[src/rtl/mul_share_arbiter.sv]
// -----------------------------------------------------------------------------
// mul_share_arbiter
// Round-robin arbiter and sequencer that lets NUM_REQ datapath requesters share
// a single fixed-point Multiplier. One product is computed at a time: the winner
// of arbitration gets its operands latched and driven onto the multiplier, and
// it gets a one-cycle done pulse together with the product. If the multiplier
// never reports finish, the transaction is forced to complete with a zero result
// and a sticky error flag is raised.
//
// Ports
//   clk            in   rising-edge clock
//   reset          in   synchronous, active-high reset
//   req_i          in   per-requester request, held until own done
//   op_a_i         in   operand M per requester, slice i = [i*N +: N]
//   op_b_i         in   operand R per requester, slice i = [i*N +: N]
//   gnt_o          out  one-hot grant, high from START through DONE
//   done_o         out  one-hot single-cycle completion pulse
//   result_o       out  product of the last transaction, held until next DONE
//   busy_o         out  high whenever the sequencer is not idle
//   timeout_err_o  out  sticky forced-completion flag, cleared only by reset
//   mul_m_o        out  multiplier operand M
//   mul_r_o        out  multiplier operand R
//   mul_enable_o   out  multiplier enable
//   mul_reset_o    out  multiplier reset
//   mul_result_i   in   multiplier product
//   mul_finish_i   in   multiplier finish flag
// -----------------------------------------------------------------------------
module mul_share_arbiter #(
    parameter int NUM_REQ = 4,
    parameter int N       = 16,
    parameter int TIMEOUT = 64
) (
    input  logic                 clk,
    input  logic                 reset,
    input  logic [NUM_REQ-1:0]   req_i,
    input  logic [NUM_REQ*N-1:0] op_a_i,
    input  logic [NUM_REQ*N-1:0] op_b_i,
    output logic [NUM_REQ-1:0]   gnt_o,
    output logic [NUM_REQ-1:0]   done_o,
    output logic [N-1:0]         result_o,
    output logic                 busy_o,
    output logic                 timeout_err_o,
    output logic [N-1:0]         mul_m_o,
    output logic [N-1:0]         mul_r_o,
    output logic                 mul_enable_o,
    output logic                 mul_reset_o,
    input  logic [N-1:0]         mul_result_i,
    input  logic                 mul_finish_i
);

    localparam int IDX_W = $clog2(NUM_REQ);
    localparam int CNT_W = $clog2(TIMEOUT);

    localparam logic [1:0] ST_IDLE  = 2'd0;
    localparam logic [1:0] ST_START = 2'd1;
    localparam logic [1:0] ST_WAIT  = 2'd2;
    localparam logic [1:0] ST_DONE  = 2'd3;

    logic [1:0]         state_q,   state_d;
    logic [IDX_W-1:0]   ptr_q,     ptr_d;
    logic [IDX_W-1:0]   idx_q,     idx_d;
    logic [CNT_W-1:0]   cnt_q,     cnt_d;
    logic [NUM_REQ-1:0] gnt_q,     gnt_d;
    logic [NUM_REQ-1:0] done_q,    done_d;
    logic [N-1:0]       result_q,  result_d;
    logic               busy_q,    busy_d;
    logic               err_q,     err_d;
    logic [N-1:0]       mul_m_q,   mul_m_d;
    logic [N-1:0]       mul_r_q,   mul_r_d;
    logic               mul_en_q,  mul_en_d;
    logic               mul_rst_q, mul_rst_d;

    logic               winFound;
    logic [IDX_W-1:0]   winIdx;
    logic [IDX_W-1:0]   candIdx;
    logic [N-1:0]       winOpA;
    logic [N-1:0]       winOpB;

    // Round-robin pick: first active request scanning upward from ptr, wrapping.
    always_comb begin
        winFound = 1'b0;
        winIdx   = '0;
        candIdx  = '0;
        for (int k = 0; k < NUM_REQ; k++) begin
            candIdx = IDX_W'((int'(ptr_q) + k) % NUM_REQ);
            if (!winFound && req_i[candIdx]) begin
                winFound = 1'b1;
                winIdx   = candIdx;
            end
        end
    end

    // Operand mux for the winning requester.
    always_comb begin
        winOpA = '0;
        winOpB = '0;
        for (int k = 0; k < NUM_REQ; k++) begin
            if (k == int'(winIdx)) begin
                winOpA = op_a_i[k*N +: N];
                winOpB = op_b_i[k*N +: N];
            end
        end
    end

    always_comb begin
        state_d   = state_q;
        ptr_d     = ptr_q;
        idx_d     = idx_q;
        cnt_d     = cnt_q;
        gnt_d     = gnt_q;
        done_d    = '0;
        result_d  = result_q;
        busy_d    = busy_q;
        err_d     = err_q;
        mul_m_d   = mul_m_q;
        mul_r_d   = mul_r_q;
        mul_en_d  = mul_en_q;
        mul_rst_d = mul_rst_q;

        case (state_q)
            ST_IDLE: begin
                if (winFound) begin
                    idx_d     = winIdx;
                    mul_m_d   = winOpA;
                    mul_r_d   = winOpB;
                    gnt_d     = NUM_REQ'(1) << winIdx;
                    mul_en_d  = 1'b1;
                    mul_rst_d = 1'b1;
                    busy_d    = 1'b1;
                    state_d   = ST_START;
                end
            end
            ST_START: begin
                mul_en_d  = 1'b1;
                mul_rst_d = 1'b0;
                cnt_d     = '0;
                state_d   = ST_WAIT;
            end
            ST_WAIT: begin
                cnt_d = cnt_q + 1'b1;
                // A finish on the last allowed cycle still counts as a good result.
                if (mul_finish_i) begin
                    result_d = mul_result_i;
                    done_d   = NUM_REQ'(1) << idx_q;
                    mul_en_d = 1'b0;
                    state_d  = ST_DONE;
                end else if (cnt_q == CNT_W'(TIMEOUT - 1)) begin
                    result_d = '0;
                    err_d    = 1'b1;
                    done_d   = NUM_REQ'(1) << idx_q;
                    mul_en_d = 1'b0;
                    state_d  = ST_DONE;
                end
            end
            ST_DONE: begin
                gnt_d   = '0;
                busy_d  = 1'b0;
                ptr_d   = (idx_q == IDX_W'(NUM_REQ - 1)) ? '0 : idx_q + 1'b1;
                state_d = ST_IDLE;
            end
            default: begin
                state_d = ST_IDLE;
            end
        endcase
    end

    always_ff @(posedge clk) begin
        if (reset) begin
            state_q   <= ST_IDLE;
            ptr_q     <= '0;
            idx_q     <= '0;
            cnt_q     <= '0;
            gnt_q     <= '0;
            done_q    <= '0;
            result_q  <= '0;
            busy_q    <= 1'b0;
            err_q     <= 1'b0;
            mul_m_q   <= '0;
            mul_r_q   <= '0;
            mul_en_q  <= 1'b0;
            mul_rst_q <= 1'b0;
        end else begin
            state_q   <= state_d;
            ptr_q     <= ptr_d;
            idx_q     <= idx_d;
            cnt_q     <= cnt_d;
            gnt_q     <= gnt_d;
            done_q    <= done_d;
            result_q  <= result_d;
            busy_q    <= busy_d;
            err_q     <= err_d;
            mul_m_q   <= mul_m_d;
            mul_r_q   <= mul_r_d;
            mul_en_q  <= mul_en_d;
            mul_rst_q <= mul_rst_d;
        end
    end

    assign gnt_o         = gnt_q;
    assign done_o        = done_q;
    assign result_o      = result_q;
    assign busy_o        = busy_q;
    assign timeout_err_o = err_q;
    assign mul_m_o       = mul_m_q;
    assign mul_r_o       = mul_r_q;
    assign mul_enable_o  = mul_en_q;
    assign mul_reset_o   = mul_rst_q;

endmodule

[config.mk]
export PLATFORM = sky130hd
export DESIGN_NAME = mul_share_arbiter
export DESIGN_NICKNAME = d
export VERILOG_FILES = /design/src/rtl/mul_share_arbiter.sv
export SDC_FILE = /design/constraint.sdc
export NUM_CORES = 1
export LEC_CHECK = 0
export ABC_AREA = 1
export CORE_ASPECT_RATIO = 1.4
export CORE_MARGIN = 2
export CORE_UTILIZATION = 44
export DETAILED_ROUTE_END_ITERATION = 16
export PLACE_DENSITY = 0.86
export SYNTH_ARGS = -nofsm -noshare
export SYNTH_HDL_FRONTEND = slang
export SYNTH_SLANG_ARGS = --single-unit
[constraint.sdc]
create_clock -name clk -period 2.8 [get_ports clk]
set_input_delay 0.56 -clock clk [delete_from_list [all_inputs] [get_ports clk]]
set_output_delay 0.56 -clock clk [all_outputs]
set_load 0.01 [all_outputs]
==> results of run 1 <==
==> layout make-up <==
cell class | count | area, um2
well taps | 132 | 165
clock inverters | 7 | 61.3
flip-flops and latches | 72 | 1440
inverters | 105 | 394
clock buffers | 9 | 225
multi-input cells | 505 | 2280
repair buffers | 227 | 2270
fillers | 768 | 2670
==> critical path, stage by stage, from the launching register on <==
cell	delay (ns)
dfxtp_1	0.56
inv_2	0.17
nand2_1	0.10
nand2_1	0.07
nand2_1	0.10
nand2_1	0.08
nor2_1	0.14
nand3_1	0.09
nand2_1	0.08
nand2_2	0.13
nor2_4	0.25
buf_12	0.20
nand2_1	0.06
nand2_1	0.06
inv_1	0.04
nand2_1	0.06
a21oi_1	0.05
==> registers in the layout, indices dropped and copies added (netlist names) <==
register,cells
timeout_err_o,1
mul_enable_o,1
mul_m_o,16
ptr_q,2
mul_r_o,16
busy_o,1
mul_reset_o,1
gnt_o,4
result_o,16
idx_q,2
done_o,4
cnt_q,6
state_q,2
==> final timing paths <==
kind / startpoint / to / slack, ns / depth (start not counted)
worst max register to register: ptr_q[0] / mul_m_o[7] / 0.41 / 16
worst min register to register: result_o[9] / result_o[9] / 0.46 / 2
worst max-delay path: ptr_q[0] / mul_m_o[7] / 0.41 / 16
worst min-delay path: result_o[9] / result_o[9] / 0.46 / 2
==> stage by stage <==
step	area, um2	power, mW	setup WS [ns]
floorplan	4300	3.69	0.890
global placement	6560	4.91	0.198
detailed placement	6560	4.97	0.141
CTS	6850	6.10	0.442
global route	6850	6.61	0.113
finish	6850	6.06	0.413
==> cell usage after synthesis (all sizes together) <==
library cell	n	share of area
clkbuf	15	0.013
nor3	9	0.010
or2	8	0.012
dfxtp	72	0.34
nand4	1	0.0015
buf	21	0.030
nor2	77	0.071
o21a	3	0.0052
nand2	232	0.20
ha	10	0.029
o21ai	22	0.026
nand3	77	0.090
inv	105	0.092
nor3b	3	0.0052
a21boi	1	0.0017
xor2	1	0.0020
a21oi	58	0.068
a211oi	1	0.0017
a31oi	2	0.0029
==> layer usage <==
metal	up-vias	GRT usage
met2	164	0.485
met3	32	0.0490
li1	2622	-
met5	-	0
met4	0	0.137
met1	2244	0.265
==> kinds of logic after synthesis <==
group / Yosys count / share of synthesized area
AND/OR/NAND/NOR: 407 / 0.394
flip-flops: 72 / 0.335
buffers and inverters: 141 / 0.134
adder cells (fa/ha/maj): 10 / 0.0291
XOR/XNOR: 1 / 0.00204
AO/OA/AOI/OAI: 87 / 0.106
==> power by group <==
part | switching, mW | internal, mW | leakage, nW
sequential | 0.150 | 1.28 | 0.590
clock | 0.483 | 0.617 | 0.135
combinational | 2.02 | 1.51 | 2.41
total | 2.66 | 3.40 | 3.14
==> metrics.yaml, run 1 <==
hp-class: "reg -> reg"
cts_tree: "done"
rows: 42
most-common-layout-cells: "229 x nand2_1, 209 x clkdlybuf4s50_1, 99 x inv_1"
vias: 5062
rsz0062_at_grt: "false"
pin_count: 211
dr.pass1.iters: 7
skew_ns: 0.0103
diodes: 0
hold_buffers: 0
min_period_ns: 2.39
setup_viol: 0
numClockSinks: 72
gr-usage-all-layers: 0.260
cts_resized: 0
drv_slew: 0
ys_seq_area_frac: 0.335
core_um2: 9510
worst_slew_pin_slew_ns: 0.571
overflow: 0
drc: 0
hold_ws_ns: 0.461
clk_pin_slew_ns: 0.07
cp_max_fo: 24
initialDrtViolationCount: 200
cts_made_buffers: 9
highest_layer: "met4"
dieArea_um2: 10600
p_leak_nw: 3.14
endpoint_kind: "flop"
clk_latency_ns: 0.34
avgSynthCellArea_um2: 5.99
dp_cells: 1041
cts_root_buf: "clkbuf_16"
grt_pass1_wl_mm: 21.7
cts_setup_buffers: 0
route.met2.wl_mm: 7.24
slew_headroom: 0.615
routedWlPerCell_um: 12.9
final_common_cell: "nand2_1"
initial_core_util: 0.452
die_w_um: 87.6
synth_seq_cells: 72
place_congestion: 0.829
setup_tns_ns: 0
grt_max_degree: 51
h-tree-depth: 3
portBuffers: 210
crit_type: "reg -> reg"
final_core_util: 0.720
fmax_mhz: 419
syn_inst: 718
maxCapViolCount: 0
ant_nets: 0
synth_cell_type_count: 29
antenna_found_initial: 0
ctsLongestPathBuffers: 2
area_growth_pct: 59.2
peakVddDrop_mv: 0.486
viasPerCell: 4.79
wl_met3_um: 773
synth_area_um2: 4300
hpwl_mm: 10.3
fin_cells: 1057
syn_nets: 879
hold_viol_final: 0
period_share: 0.853
wl_met1_mm: 5.15
drt_wl_total_mm: 13.7
worst_ep_required_time_ns: 3.00
power_density_nw_per_um2: 885
nNetsFinal: 1081
yosysWarnings: 0
grt_pass1_vias: 4770
critPathLaunchType: "flop"
worstPathArrival_ns: 2.58
outcome: "completed"
fp.dieH_um: 121
drive_gt1_frac: 0.0551
No activity file was read; power rests on OpenSTA's default activity.
==> run 2: changes to the inputs <==
CORE_UTILIZATION = 60   (was 44)
DONT_BUFFER_PORTS = 1   (was not set)
PLACE_DENSITY = 0.76   (was 0.86)
==> run 2 against run 1 <==
Count of clock-buffer cells in the layout unchanged. Power fell by 17%. Global-route usage is 4.5 points higher. Sequential power increased by 10%. Register-to-register slack worse by 0.03 ns. Sequential share of layout area increased by 11 points. Routed wire length is 14% lower. Flip-flop and latch count is the same. Combinational power down 24%. First-iteration DRC count decreased by 4.0%. Critical path type unchanged. Largest cell class unchanged. Highest routed layer unchanged.
==> metrics.yaml, run 2 (synthesis gave the netlist of run 1 again) <==
setup_tns_ns: 0
p_leak_nw: 2.25
dieArea_um2: 7870
clk_latency_ns: 0.36
drive_gt1_frac: 0.0607
skew_ns: 0.0133
dr.pass1.iters: 5
h-tree-depth: 3
drv_slew: 0
critPathLaunchType: "flop"
drc: 0
finalPower_mw: 5.04
fp.dieH_um: 104
post_dp_cell_area_um2: 4340
cts_root_buf: "clkbuf_8"
cp_max_fo: 23
holdPathStages: 1
hold_path_end: "mul_m_o[5]"
cpMaxStageDelayCell: "dfxtp_1"
crit_path_cell_trace: "inv_2 -> nand2_1 -> nand2_1 -> nand2_1 -> inv_2 -> a21boi_1 -> nand2_1 -> nor2_4 -> buf_4 -> nor2_1 -> nor2_1 -> nand3_1 -> nand2_1 -> a21oi_1"
initial_core_util: 0.620
gr-usage-all-layers: 0.305
r2r_start: "ptr_q[0]"
outcome: "completed"
rsz0062_at_grt: "false"
worst_ep_required_time_ns: 3.05
final_area_um2: 4530
ant_nets: 0
dp_slack_ns: 0.271
grt-busiest-layer: "met2"
multi_input_area_um2: 2290
grt_max_degree: 45
clk_pin_slew_ns: 0.09
r2r_slack_ns: 0.38
fin_cells: 803
crit_type: "reg -> reg"
hold_buffers: 0
most-common-layout-cells: "229 x nand2_1, 99 x inv_1, 77 x nand3_1"
dp_cells: 787
hold_ws_ns: 0.260
vias: 4314
rows: 36
worstPathArrival_ns: 2.67
maxCapViolCount: 0
core_um2: 6940
diodes: 0
grt_pass1_wl_mm: 18.5
worst_slew_pin_slew_ns: 0.621
worst_slack_ns: 0.379
gr-usage-met2: 0.528
peakVddDrop_mv: 0.603
fmax_mhz: 413
place_congestion: 0.916
endpoint_kind: "flop"
pin_count: 211
met1_usage: 0.329
area_growth_pct: 5.35
hp-start: "reset"
path_common_cell: "nand2_1"
cts_setup_buffers: 0
final_common_cell: "nand2_1"
period_share: 0.864
routedWlPerCell_um: 14.6
r2r-end: "mul_m_o[14]"
die_w_um: 75.6
ctsLongestPathBuffers: 2
met3_usage: 0.0930
cts_made_buffers: 9
slew_headroom: 0.586
reg2reg_depth: 14
initialDrtViolationCount: 192
viasPerCell: 5.37
power_density_nw_per_um2: 1110
hpwl_mm: 8.97
numClockSinks: 72
antenna_found_initial: 0
slowest_delay_ns: 0.57
min_period_ns: 2.42
grt_pass1_vias: 4055
cts_tree: "done"
hp-class: "in -> reg"
final_core_util: 0.653
nNetsFinal: 864
setup_viol: 0
drt_wl_total_mm: 11.7
portBuffers: 0
overflow: 0
fill_cells: 712
hold_viol_final: 0
regArea_um2: 1440
run 2: cell types whose count changed in the layout (fill, tap and decap cells not counted), moves of 2 or more:
cell / before / now
clkbuf_16: 9 / 0
clkbuf_8: 0 / 9
buf_4: 13 / 8
buf_12: 4 / 2
clkdlybuf4s50_1: 209 / 0
run 2: critical path, delay by kind of cell, from the launching register on:
family	cells	cell delay [ns]
and+or+nand+nor	9	1.00
DFF	1	0.57
buffers and inverters	3	0.53
AOI/OAI and AO/OA	2	0.21
run 2: worst max path at each step:
stage / from / slack (ns) / cells after the start / end
finish: ptr_q[0] / 0.38 / 14 / mul_m_o[14]
global route: ptr_q[0] / 0.08 / 14 / mul_r_o[3]
CTS: ptr_q[0] / 0.25 / 12 / mul_m_o[0]
detailed placement: ptr_q[0] / 0.27 / 12 / mul_m_o[0]
global placement: ptr_q[0] / 0.35 / 12 / mul_r_o[14]
floorplan: req_i[1] / 0.89 / 13 / mul_r_o[13]
run 2: what timing repair did:
action | CTS | global route
setup endpoints to repair | 0 | 11
gates resized for setup | 0 | 1
hold endpoints to repair | 0 | 0
run 2: per-layer routing:
metal,wire [um],share of wire,up-vias
met3,878,0.075,27
met4,318,0.027,0
met2,6190,0.53,151
met1,4320,0.37,1954
li1,-,-,2182
met5,0,0,-
run 2: final cells by class:
class                   instances  share of cell area
inverters                     105              0.0870
well taps                      95              0.0262
repair buffers                 10              0.0221
flip-flops and latches         72               0.318
clock buffers                   9              0.0273
multi-input cells             505               0.505
clock inverters                 7              0.0141
run 2: report_power, final:
part	internal (mW)	leakage (nW)	switching, mW
Sequential	1.28	0.590	0.298
Clock	0.341	0.0903	0.449
Combinational	0.943	1.57	1.73
==> run 3: changes to the inputs <==
CAP_MARGIN = 20   (was not set)
SLEW_MARGIN = 0   (was not set)
==> results of run 3 <==
Same layout as run 2: the final DEF is identical, and so are final timing and power.
